===== config.mk =====
export PLATFORM = sky130hd
export DESIGN_NAME = ctrl_pipeline_flat
export DESIGN_NICKNAME = d
export VERILOG_FILES = /design/src/rtl/riscv_ctrl_pkg.sv /design/src/rtl/ctrl_pipeline_if.sv /design/src/rtl/ctrl_stage_reg.sv /design/src/rtl/ctrl_pipeline.sv /design/src/flat_wrapper.sv
export SDC_FILE = /design/constraint.sdc
export NUM_CORES = 1
export LEC_CHECK = 0
export CORE_ASPECT_RATIO = 1.5
export CORE_MARGIN = 1.5
export CORE_UTILIZATION = 48
export CTS_CLUSTER_DIAMETER = 50
export DETAILED_ROUTE_END_ITERATION = 7
export PLACE_DENSITY = 0.85
export SYNTH_ARGS = -nofsm -noshare
export SYNTH_HDL_FRONTEND = slang
export SYNTH_SLANG_ARGS = --single-unit

===== constraint.sdc =====
create_clock -name clk -period 2.7 [get_ports clk]
set_clock_uncertainty 0.05 [all_clocks]
set_input_delay 0.27 -clock clk [delete_from_list [all_inputs] [get_ports clk]]
set_output_delay 0.27 -clock clk [all_outputs]
set_load 0.1 [all_outputs]

===== src/rtl/riscv_ctrl_pkg.sv =====
// Shared types for the control pipeline: decoded control bundle, ALUOp and forward-select encodings, opcodes.
// Pure declarations; no latency or flow control of its own.
package riscv_ctrl_pkg;

    typedef struct packed {
        logic       ALUSrc;
        logic       mem2Reg;
        logic       regWrite;
        logic       memRead;
        logic       memWrite;
        logic       branch;
        logic       jump;
        logic [1:0] ALUOp;
    } ctrl_t;

    localparam logic [1:0] ALUOP_ADD   = 2'b00;
    localparam logic [1:0] ALUOP_BR    = 2'b01;
    localparam logic [1:0] ALUOP_FUNCT = 2'b10;

    typedef enum logic [1:0] {
        FWD_RF  = 2'b00,
        FWD_MEM = 2'b10,
        FWD_WB  = 2'b01
    } fwd_sel_e;

    localparam logic [6:0] OP_R      = 7'b0110011;
    localparam logic [6:0] OP_I      = 7'b0010011;
    localparam logic [6:0] OP_LOAD   = 7'b0000011;
    localparam logic [6:0] OP_STORE  = 7'b0100011;
    localparam logic [6:0] OP_BRANCH = 7'b1100011;
    localparam logic [6:0] OP_JAL    = 7'b1101111;
    localparam logic [6:0] OP_JALR   = 7'b1100111;

endpackage


===== src/rtl/ctrl_pipeline_if.sv =====
// Decode-side inputs and per-stage control/hazard/forwarding outputs of the control pipeline.
// slave = the pipeline itself, master = the datapath/testbench side.
interface ctrl_pipeline_if
    import riscv_ctrl_pkg::*;
#(
    parameter int REG_AW = 5
) ();

    logic              id_valid;
    logic              id_ALUSrc;
    logic              id_mem2Reg;
    logic              id_regWrite;
    logic              id_memRead;
    logic              id_memWrite;
    logic              id_branch;
    logic              id_jump;
    logic [1:0]        id_ALUOp;
    logic [REG_AW-1:0] id_rs1;
    logic [REG_AW-1:0] id_rs2;
    logic              id_use_rs1;
    logic              id_use_rs2;
    logic [REG_AW-1:0] id_rd;
    logic              ex_redirect;

    logic              pc_write_en;
    logic              ifid_write_en;
    logic              ifid_flush;
    ctrl_t             ex_ctrl;
    ctrl_t             mem_ctrl;
    logic              wb_regWrite;
    logic              wb_mem2Reg;
    logic [REG_AW-1:0] ex_rd;
    logic [REG_AW-1:0] mem_rd;
    logic [REG_AW-1:0] wb_rd;
    fwd_sel_e          fwd_a;
    fwd_sel_e          fwd_b;

    modport slave (
        input  id_valid, id_ALUSrc, id_mem2Reg, id_regWrite, id_memRead, id_memWrite,
               id_branch, id_jump, id_ALUOp, id_rs1, id_rs2, id_use_rs1, id_use_rs2,
               id_rd, ex_redirect,
        output pc_write_en, ifid_write_en, ifid_flush, ex_ctrl, mem_ctrl, wb_regWrite,
               wb_mem2Reg, ex_rd, mem_rd, wb_rd, fwd_a, fwd_b
    );

    modport master (
        output id_valid, id_ALUSrc, id_mem2Reg, id_regWrite, id_memRead, id_memWrite,
               id_branch, id_jump, id_ALUOp, id_rs1, id_rs2, id_use_rs1, id_use_rs2,
               id_rd, ex_redirect,
        input  pc_write_en, ifid_write_en, ifid_flush, ex_ctrl, mem_ctrl, wb_regWrite,
               wb_mem2Reg, ex_rd, mem_rd, wb_rd, fwd_a, fwd_b
    );

endinterface


===== src/rtl/ctrl_stage_reg.sv =====
// One pipeline stage register {valid, ctrl, rd, rs1, rs2}; 1-cycle latency, no backpressure.
// A bubble request or an invalid input captures an all-zero entry.
module ctrl_stage_reg
    import riscv_ctrl_pkg::*;
#(
    parameter int REG_AW = 5
) (
    input  logic              clk,
    input  logic              rst_n,
    input  logic              i_bubble,
    input  logic              i_valid,
    input  ctrl_t             i_ctrl,
    input  logic [REG_AW-1:0] i_rd,
    input  logic [REG_AW-1:0] i_rs1,
    input  logic [REG_AW-1:0] i_rs2,
    output logic              o_valid,
    output ctrl_t             o_ctrl,
    output logic [REG_AW-1:0] o_rd,
    output logic [REG_AW-1:0] o_rs1,
    output logic [REG_AW-1:0] o_rs2
);

    logic              r_valid;
    ctrl_t             r_ctrl;
    logic [REG_AW-1:0] r_rd;
    logic [REG_AW-1:0] r_rs1;
    logic [REG_AW-1:0] r_rs2;

    always_ff @(posedge clk or negedge rst_n) begin
        if (!rst_n) begin
            r_valid <= 1'b0;
            r_ctrl  <= '0;
            r_rd    <= '0;
            r_rs1   <= '0;
            r_rs2   <= '0;
        end else if (i_bubble || !i_valid) begin
            r_valid <= 1'b0;
            r_ctrl  <= '0;
            r_rd    <= '0;
            r_rs1   <= '0;
            r_rs2   <= '0;
        end else begin
            r_valid <= 1'b1;
            r_ctrl  <= i_ctrl;
            r_rd    <= i_rd;
            r_rs1   <= i_rs1;
            r_rs2   <= i_rs2;
        end
    end

    assign o_valid = r_valid;
    assign o_ctrl  = r_ctrl;
    assign o_rd    = r_rd;
    assign o_rs1   = r_rs1;
    assign o_rs2   = r_rs2;

endmodule


===== src/rtl/ctrl_pipeline.sv =====
// Carries decoded control through EX/MEM/WB (1 cycle per stage), stalls on load-use, squashes on redirect,
// and selects EX operand forwarding; hazards hold PC and IF/ID instead of any ready/valid backpressure.
module ctrl_pipeline
    import riscv_ctrl_pkg::*;
#(
    parameter int REG_AW = 5,
    parameter int NSTAGE = 3
) (
    input  logic           clk,
    input  logic           rst_n,
    ctrl_pipeline_if.slave bus
);

    localparam int S_EX  = 0;
    localparam int S_MEM = 1;
    localparam int S_WB  = 2;

    ctrl_t                          w_id_ctrl;
    logic                           w_stall;
    logic                           w_bubble;
    logic [NSTAGE-1:0]              w_valid;
    ctrl_t [NSTAGE-1:0]             w_ctrl;
    logic [NSTAGE-1:0][REG_AW-1:0]  w_rd;
    logic [NSTAGE-1:0][REG_AW-1:0]  w_rs1;
    logic [NSTAGE-1:0][REG_AW-1:0]  w_rs2;
    logic                           w_mem_fwd_ok;
    logic                           w_wb_fwd_ok;
    ctrl_t                          w_mem_ctrl;
    logic                           w_unused;

    always_comb begin
        w_id_ctrl          = '0;
        w_id_ctrl.ALUSrc   = bus.id_ALUSrc;
        w_id_ctrl.mem2Reg  = bus.id_mem2Reg;
        w_id_ctrl.regWrite = bus.id_regWrite;
        w_id_ctrl.memRead  = bus.id_memRead;
        w_id_ctrl.memWrite = bus.id_memWrite;
        w_id_ctrl.branch   = bus.id_branch;
        w_id_ctrl.jump     = bus.id_jump;
        w_id_ctrl.ALUOp    = bus.id_ALUOp;
    end

    // A load in EX whose result ID needs next cycle cannot be forwarded in time; x0 never hazards.
    assign w_stall = bus.id_valid & w_valid[S_EX] & w_ctrl[S_EX].memRead & (w_rd[S_EX] != '0) &
                     ((bus.id_use_rs1 & (bus.id_rs1 == w_rd[S_EX])) |
                      (bus.id_use_rs2 & (bus.id_rs2 == w_rd[S_EX])));

    // Redirect wins: the stalled ID instruction is wrong-path anyway, so the front end keeps moving.
    assign w_bubble          = w_stall | bus.ex_redirect;
    assign bus.pc_write_en   = ~w_stall | bus.ex_redirect;
    assign bus.ifid_write_en = ~w_stall | bus.ex_redirect;
    assign bus.ifid_flush    = bus.ex_redirect;

    for (genvar g = 0; g < NSTAGE; g++) begin : g_stage
        if (g == 0) begin : g_ex
            ctrl_stage_reg #(.REG_AW(REG_AW)) u_reg (
                .clk     (clk),
                .rst_n   (rst_n),
                .i_bubble(w_bubble),
                .i_valid (bus.id_valid),
                .i_ctrl  (w_id_ctrl),
                .i_rd    (bus.id_rd),
                .i_rs1   (bus.id_rs1),
                .i_rs2   (bus.id_rs2),
                .o_valid (w_valid[g]),
                .o_ctrl  (w_ctrl[g]),
                .o_rd    (w_rd[g]),
                .o_rs1   (w_rs1[g]),
                .o_rs2   (w_rs2[g])
            );
        end else begin : g_adv
            ctrl_stage_reg #(.REG_AW(REG_AW)) u_reg (
                .clk     (clk),
                .rst_n   (rst_n),
                .i_bubble(1'b0),
                .i_valid (w_valid[g-1]),
                .i_ctrl  (w_ctrl[g-1]),
                .i_rd    (w_rd[g-1]),
                .i_rs1   (w_rs1[g-1]),
                .i_rs2   (w_rs2[g-1]),
                .o_valid (w_valid[g]),
                .o_ctrl  (w_ctrl[g]),
                .o_rd    (w_rd[g]),
                .o_rs1   (w_rs1[g]),
                .o_rs2   (w_rs2[g])
            );
        end
    end

    function automatic fwd_sel_e fwd_pick(input logic              mem_ok,
                                          input logic [REG_AW-1:0] mem_rd,
                                          input logic              wb_ok,
                                          input logic [REG_AW-1:0] wb_rd,
                                          input logic [REG_AW-1:0] src);
        fwd_sel_e sel;
        sel = FWD_RF;
        if (mem_ok && (mem_rd == src)) begin
            sel = FWD_MEM;
        end else if (wb_ok && (wb_rd == src)) begin
            sel = FWD_WB;
        end
        return sel;
    endfunction

    assign w_mem_fwd_ok = w_valid[S_MEM] & w_ctrl[S_MEM].regWrite & (w_rd[S_MEM] != '0);
    assign w_wb_fwd_ok  = w_valid[S_WB]  & w_ctrl[S_WB].regWrite  & (w_rd[S_WB]  != '0);

    assign bus.fwd_a = fwd_pick(w_mem_fwd_ok, w_rd[S_MEM], w_wb_fwd_ok, w_rd[S_WB], w_rs1[S_EX]);
    assign bus.fwd_b = fwd_pick(w_mem_fwd_ok, w_rd[S_MEM], w_wb_fwd_ok, w_rd[S_WB], w_rs2[S_EX]);

    always_comb begin
        w_mem_ctrl          = '0;
        w_mem_ctrl.memRead  = w_ctrl[S_MEM].memRead;
        w_mem_ctrl.memWrite = w_ctrl[S_MEM].memWrite;
        w_mem_ctrl.mem2Reg  = w_ctrl[S_MEM].mem2Reg;
        w_mem_ctrl.regWrite = w_ctrl[S_MEM].regWrite;
    end

    assign bus.ex_ctrl     = w_ctrl[S_EX];
    assign bus.mem_ctrl    = w_mem_ctrl;
    assign bus.wb_regWrite = w_valid[S_WB] & w_ctrl[S_WB].regWrite;
    assign bus.wb_mem2Reg  = w_valid[S_WB] & w_ctrl[S_WB].mem2Reg;
    assign bus.ex_rd       = w_rd[S_EX];
    assign bus.mem_rd      = w_rd[S_MEM];
    assign bus.wb_rd       = w_rd[S_WB];

    // Later stages keep the source indices and full bundle only so all stages share one register type.
    assign w_unused = ^{w_ctrl[S_MEM], w_ctrl[S_WB], w_rs1[S_WB:S_MEM], w_rs2[S_WB:S_MEM]};

endmodule


===== src/flat_wrapper.sv =====
// flat-port wrapper written by rule: the top's interface ports become plain ports
module ctrl_pipeline_flat import riscv_ctrl_pkg::*;
#(
    parameter int REG_AW = 5,
    parameter int NSTAGE = 3
)
  (clk, rst_n, bus_id_valid, bus_id_ALUSrc, bus_id_mem2Reg, bus_id_regWrite, bus_id_memRead, bus_id_memWrite, bus_id_branch, bus_id_jump, bus_id_ALUOp, bus_id_rs1, bus_id_rs2, bus_id_use_rs1, bus_id_use_rs2, bus_id_rd, bus_ex_redirect, bus_pc_write_en, bus_ifid_write_en, bus_ifid_flush, bus_ex_ctrl, bus_mem_ctrl, bus_wb_regWrite, bus_wb_mem2Reg, bus_ex_rd, bus_mem_rd, bus_wb_rd, bus_fwd_a, bus_fwd_b);
  ctrl_pipeline_if #(.REG_AW(REG_AW)) bus_i ();
  input  logic clk;
  input  logic rst_n;
  input wire logic [$bits(bus_i.id_valid)-1:0] bus_id_valid;
  input wire logic [$bits(bus_i.id_ALUSrc)-1:0] bus_id_ALUSrc;
  input wire logic [$bits(bus_i.id_mem2Reg)-1:0] bus_id_mem2Reg;
  input wire logic [$bits(bus_i.id_regWrite)-1:0] bus_id_regWrite;
  input wire logic [$bits(bus_i.id_memRead)-1:0] bus_id_memRead;
  input wire logic [$bits(bus_i.id_memWrite)-1:0] bus_id_memWrite;
  input wire logic [$bits(bus_i.id_branch)-1:0] bus_id_branch;
  input wire logic [$bits(bus_i.id_jump)-1:0] bus_id_jump;
  input wire logic [$bits(bus_i.id_ALUOp)-1:0] bus_id_ALUOp;
  input wire logic [$bits(bus_i.id_rs1)-1:0] bus_id_rs1;
  input wire logic [$bits(bus_i.id_rs2)-1:0] bus_id_rs2;
  input wire logic [$bits(bus_i.id_use_rs1)-1:0] bus_id_use_rs1;
  input wire logic [$bits(bus_i.id_use_rs2)-1:0] bus_id_use_rs2;
  input wire logic [$bits(bus_i.id_rd)-1:0] bus_id_rd;
  input wire logic [$bits(bus_i.ex_redirect)-1:0] bus_ex_redirect;
  output wire logic [$bits(bus_i.pc_write_en)-1:0] bus_pc_write_en;
  output wire logic [$bits(bus_i.ifid_write_en)-1:0] bus_ifid_write_en;
  output wire logic [$bits(bus_i.ifid_flush)-1:0] bus_ifid_flush;
  output wire logic [$bits(bus_i.ex_ctrl)-1:0] bus_ex_ctrl;
  output wire logic [$bits(bus_i.mem_ctrl)-1:0] bus_mem_ctrl;
  output wire logic [$bits(bus_i.wb_regWrite)-1:0] bus_wb_regWrite;
  output wire logic [$bits(bus_i.wb_mem2Reg)-1:0] bus_wb_mem2Reg;
  output wire logic [$bits(bus_i.ex_rd)-1:0] bus_ex_rd;
  output wire logic [$bits(bus_i.mem_rd)-1:0] bus_mem_rd;
  output wire logic [$bits(bus_i.wb_rd)-1:0] bus_wb_rd;
  output wire logic [$bits(bus_i.fwd_a)-1:0] bus_fwd_a;
  output wire logic [$bits(bus_i.fwd_b)-1:0] bus_fwd_b;
  assign bus_i.id_valid = bus_id_valid;
  assign bus_i.id_ALUSrc = bus_id_ALUSrc;
  assign bus_i.id_mem2Reg = bus_id_mem2Reg;
  assign bus_i.id_regWrite = bus_id_regWrite;
  assign bus_i.id_memRead = bus_id_memRead;
  assign bus_i.id_memWrite = bus_id_memWrite;
  assign bus_i.id_branch = bus_id_branch;
  assign bus_i.id_jump = bus_id_jump;
  assign bus_i.id_ALUOp = bus_id_ALUOp;
  assign bus_i.id_rs1 = bus_id_rs1;
  assign bus_i.id_rs2 = bus_id_rs2;
  assign bus_i.id_use_rs1 = bus_id_use_rs1;
  assign bus_i.id_use_rs2 = bus_id_use_rs2;
  assign bus_i.id_rd = bus_id_rd;
  assign bus_i.ex_redirect = bus_ex_redirect;
  assign bus_pc_write_en = bus_i.pc_write_en;
  assign bus_ifid_write_en = bus_i.ifid_write_en;
  assign bus_ifid_flush = bus_i.ifid_flush;
  assign bus_ex_ctrl = bus_i.ex_ctrl;
  assign bus_mem_ctrl = bus_i.mem_ctrl;
  assign bus_wb_regWrite = bus_i.wb_regWrite;
  assign bus_wb_mem2Reg = bus_i.wb_mem2Reg;
  assign bus_ex_rd = bus_i.ex_rd;
  assign bus_mem_rd = bus_i.mem_rd;
  assign bus_wb_rd = bus_i.wb_rd;
  assign bus_fwd_a = bus_i.fwd_a;
  assign bus_fwd_b = bus_i.fwd_b;
  ctrl_pipeline #(.REG_AW(REG_AW), .NSTAGE(NSTAGE)) u_core (.clk(clk), .rst_n(rst_n), .bus(bus_i));
endmodule

==> results.md <==
* Setup CP Type: register to primary output
* Crit end category: primary output
* Total gr overflow at 0
* Pwr dens at 495 nW/um^2
* Clock power frac at 31.5%
* Latest clock arrival within the worst-skew pair at 0.29 ns
* Initial DRT Pass Iterations at 4
* Final Worst Setup Slack at 0.261 ns
* Initial Util at 50.3%
* GRT Overall Usage at 20.6%
* Int Power at 982 uW
* Critical path origin: u_core.g_stage[2].g_adv.u_reg.o_rd[4]
* Post-synth cell types at 26
* Area Growth Syn to Fin at 39.6%
* Fin. max-slew vios at 0
* PostCTS Resize Cnt at 0
* Post-CTS Setup Bufs at 0
* Fillers at 328
* Comb power frac at 19.3%
* Syn Std Cell Area at 2010 um^2
* Post-Place Setup Slack at 0.568 ns
* Min-delay worst type: input pin to asynchronous set/reset pin
* Final hold viol count at 0
* Fraction of layout cells with a size suffix above 1 at 38.4%
* WL/cell at 15.1 um
* Most frequent cells in the layout: 37 x buf_4, 28 x clkdlybuf4s50_1, 26 x nand2_1, 26 x dfrtp_1, 19 x a21oi_2
* Max VDD drop at 0.388 mV
* Detailed-route DRC error count at 0
* Syn avg cell area at 11.3 um^2
* CTS tree: done
* CTS clk-pin slew, worst paths at 0.08 ns
* Final worst path period need at 2.44 ns
* Final antenna-violating net count at 0
* Post-layout net count at 274
* Crit path required time at 2.38 ns
* Max Cap Violations at 0
* CP Launch Type: register
* Global-route wire length before repair at 7.11 mm
* Commonest non-fill, non-tap cell in the layout: buf_4
* Seq pwr share at 49.2%
* Setup TNS at 0 ns
* Relative slew slack at 38.9%
* Total core area at 3990 um^2
* Clock Tree Buf Depth at 2
* R2r startpoint: u_core.g_stage[0].g_ex.u_reg.o_rd[1]
* Die X at 55.8 um
* Unrepaired setup endpoints after global routing: no
* Max FO, Critical Path at 4
* Number of vias per cell at 5.18
* Final WL at 4.37 mm
* Worst-case reg-to-reg path depth at 4
* Leakage power at 0.00130 uW
* Sequential area share after synthesis at 53.5%
* I/O Pins at 72
* Setup slack, reg-to-reg at 0.82 ns
* Die Ht at 82.3 um
* Port-buffer cells at 66
* H-tree Lvls at 2
* Clk sinks at 43
* Post-Synthesis Cells at 178
* Initial antenna violation count at 0
* DRT iter0 DRCs at 28
* Largest net degree at the start of global routing at 44
* Final period utilization at 90.3%
* Vias at 1,501
* Synth warn at 0
* N_diodes at 0
* Outcome: finished, final reports clean
* Hold-fix buffers, CTS at 0
* CTS root buf: clkbuf_8
* Total CTS buffers at 5
* Max Freq at 410 MHz
* Die area at 4590 um^2
* Net Sw Power at 409 uW
* Switching power share of the total at 29.4%
* Slew @ Worst Pin at 0.916 ns
* Vias in the first global route at 1,508
* GPL Wtd Cong at 0.879
* FF+latch count, synth at 43
* Final setup viols at 0
* Detailed placer's ending HPWL at 3.35 mm
* FP Rows at 28
* WP data arrival at 2.12 ns
path summary, 6_finish.rpt:
kind	end
worst max-delay path	bus_fwd_b[0]
worst min register to register	u_core.g_stage[1].g_adv.u_reg.o_ctrl[4]
worst max register to register	u_core.g_stage[0].g_ex.u_reg.o_valid
max in group asynchronous	u_core.g_stage[1].g_adv.u_reg.o_rd[4]
min in group clk	u_core.g_stage[1].g_adv.u_reg.o_ctrl[4]
worst min-delay path	u_core.g_stage[1].g_adv.u_reg.o_ctrl[7]
state kept, by name, summed over array words and instances, names as in the netlist:
signal / cells
u_core.g_stage.g_adv.u_reg.o_ctrl: 6
u_core.g_stage.g_adv.u_reg.o_rd: 10
u_core.g_stage.g_adv.u_reg.o_valid: 2
u_core.g_stage.g_ex.u_reg.o_ctrl: 9
u_core.g_stage.g_ex.u_reg.o_rd: 5
u_core.g_stage.g_ex.u_reg.o_rs1: 5
u_core.g_stage.g_ex.u_reg.o_rs2: 5
u_core.g_stage.g_ex.u_reg.o_valid: 1
routing by layer:
layer	wire [um]	track usage, %	part of all wire [%]
met1	1600	22.5	36
met2	2390	37.9	55
met3	212	3.89	4.8
met4	174	11.7	4.0
met5	0	0	0
Yosys cell counts:
master     n  share of area, %
a21boi_0   1              0.37
a21oi_1    5               1.2
a21oi_2   19               8.3
and2_1    17               5.3
and2_2     1              0.37
buf_12     2               2.0
buf_2      2              0.50
buf_4      7               2.6
buf_6      1              0.56
clkbuf_1   3              0.56
conb_1     1              0.19
dfrtp_1   43                54
nand2_1   26               4.9
nand3_1    3              0.75
nand3b_1   1              0.37
nand4_1    2              0.62
nor2b_1    1              0.31
nor3_1     2              0.50
nor4_1     3              0.93
o211a_1    1              0.50
o21ai_0    1              0.25
o21ai_1    1              0.25
o22ai_2    1              0.62
or4_1      4               1.5
xnor2_1   18               7.8
xor2_1    12               5.2
power groups by stage:
stage               clock network, uW  logic [uW]  registers, uW
floorplan                           0         108            771
global placement                    0         267            697
detailed placement                  0         270            698
CTS                               454         270            685
global route                      478         283            687
finish                            438         268            685
through the flow:
step | instances | power, uW | utilization, % | hold WS, ns | instance area (um^2)
floorplan | 182 | 879 | - | -0.0756 | 2140
global placement | 282 | 964 | 67.7 | 0.393 | 2700
detailed placement | 282 | 968 | 67.7 | 0.402 | 2700
CTS | 290 | 1410 | 70.3 | 0.0817 | 2810
global route | 290 | 1450 | 70.3 | 0.124 | 2810
finish | 290 | 1390 | 70.3 | 0.0550 | 2810
critical path, stage by stage, from the launching register on:
cell and delay (ns):
dfrtp_2 0.41, or4_1 0.11, o21ai_0 0.13, or4_1 0.62
nor4_4 0.35, buf_12 0.21
cell families after synthesis:
| family | synth area share, % |
|---|---|
| compound gates | 11.5 |
| xor+xnor | 13.1 |
| buf+inv | 6.22 |
| flops | 53.5 |
| other cells | 0.187 |
| simple gates | 15.5 |
layout make-up:
class | count | area [um^2] | share of cell area, %
repair buffers | 70 | 643 | 22.9
multi-input cells | 124 | 887 | 31.6
flip-flops and latches | 43 | 1120 | 39.8
well taps | 45 | 56.3 | 2.01
clock inverters | 1 | 7.51 | 0.267
clock buffers | 7 | 96.3 | 3.43
No activity file was read; power rests on OpenSTA's default activity.
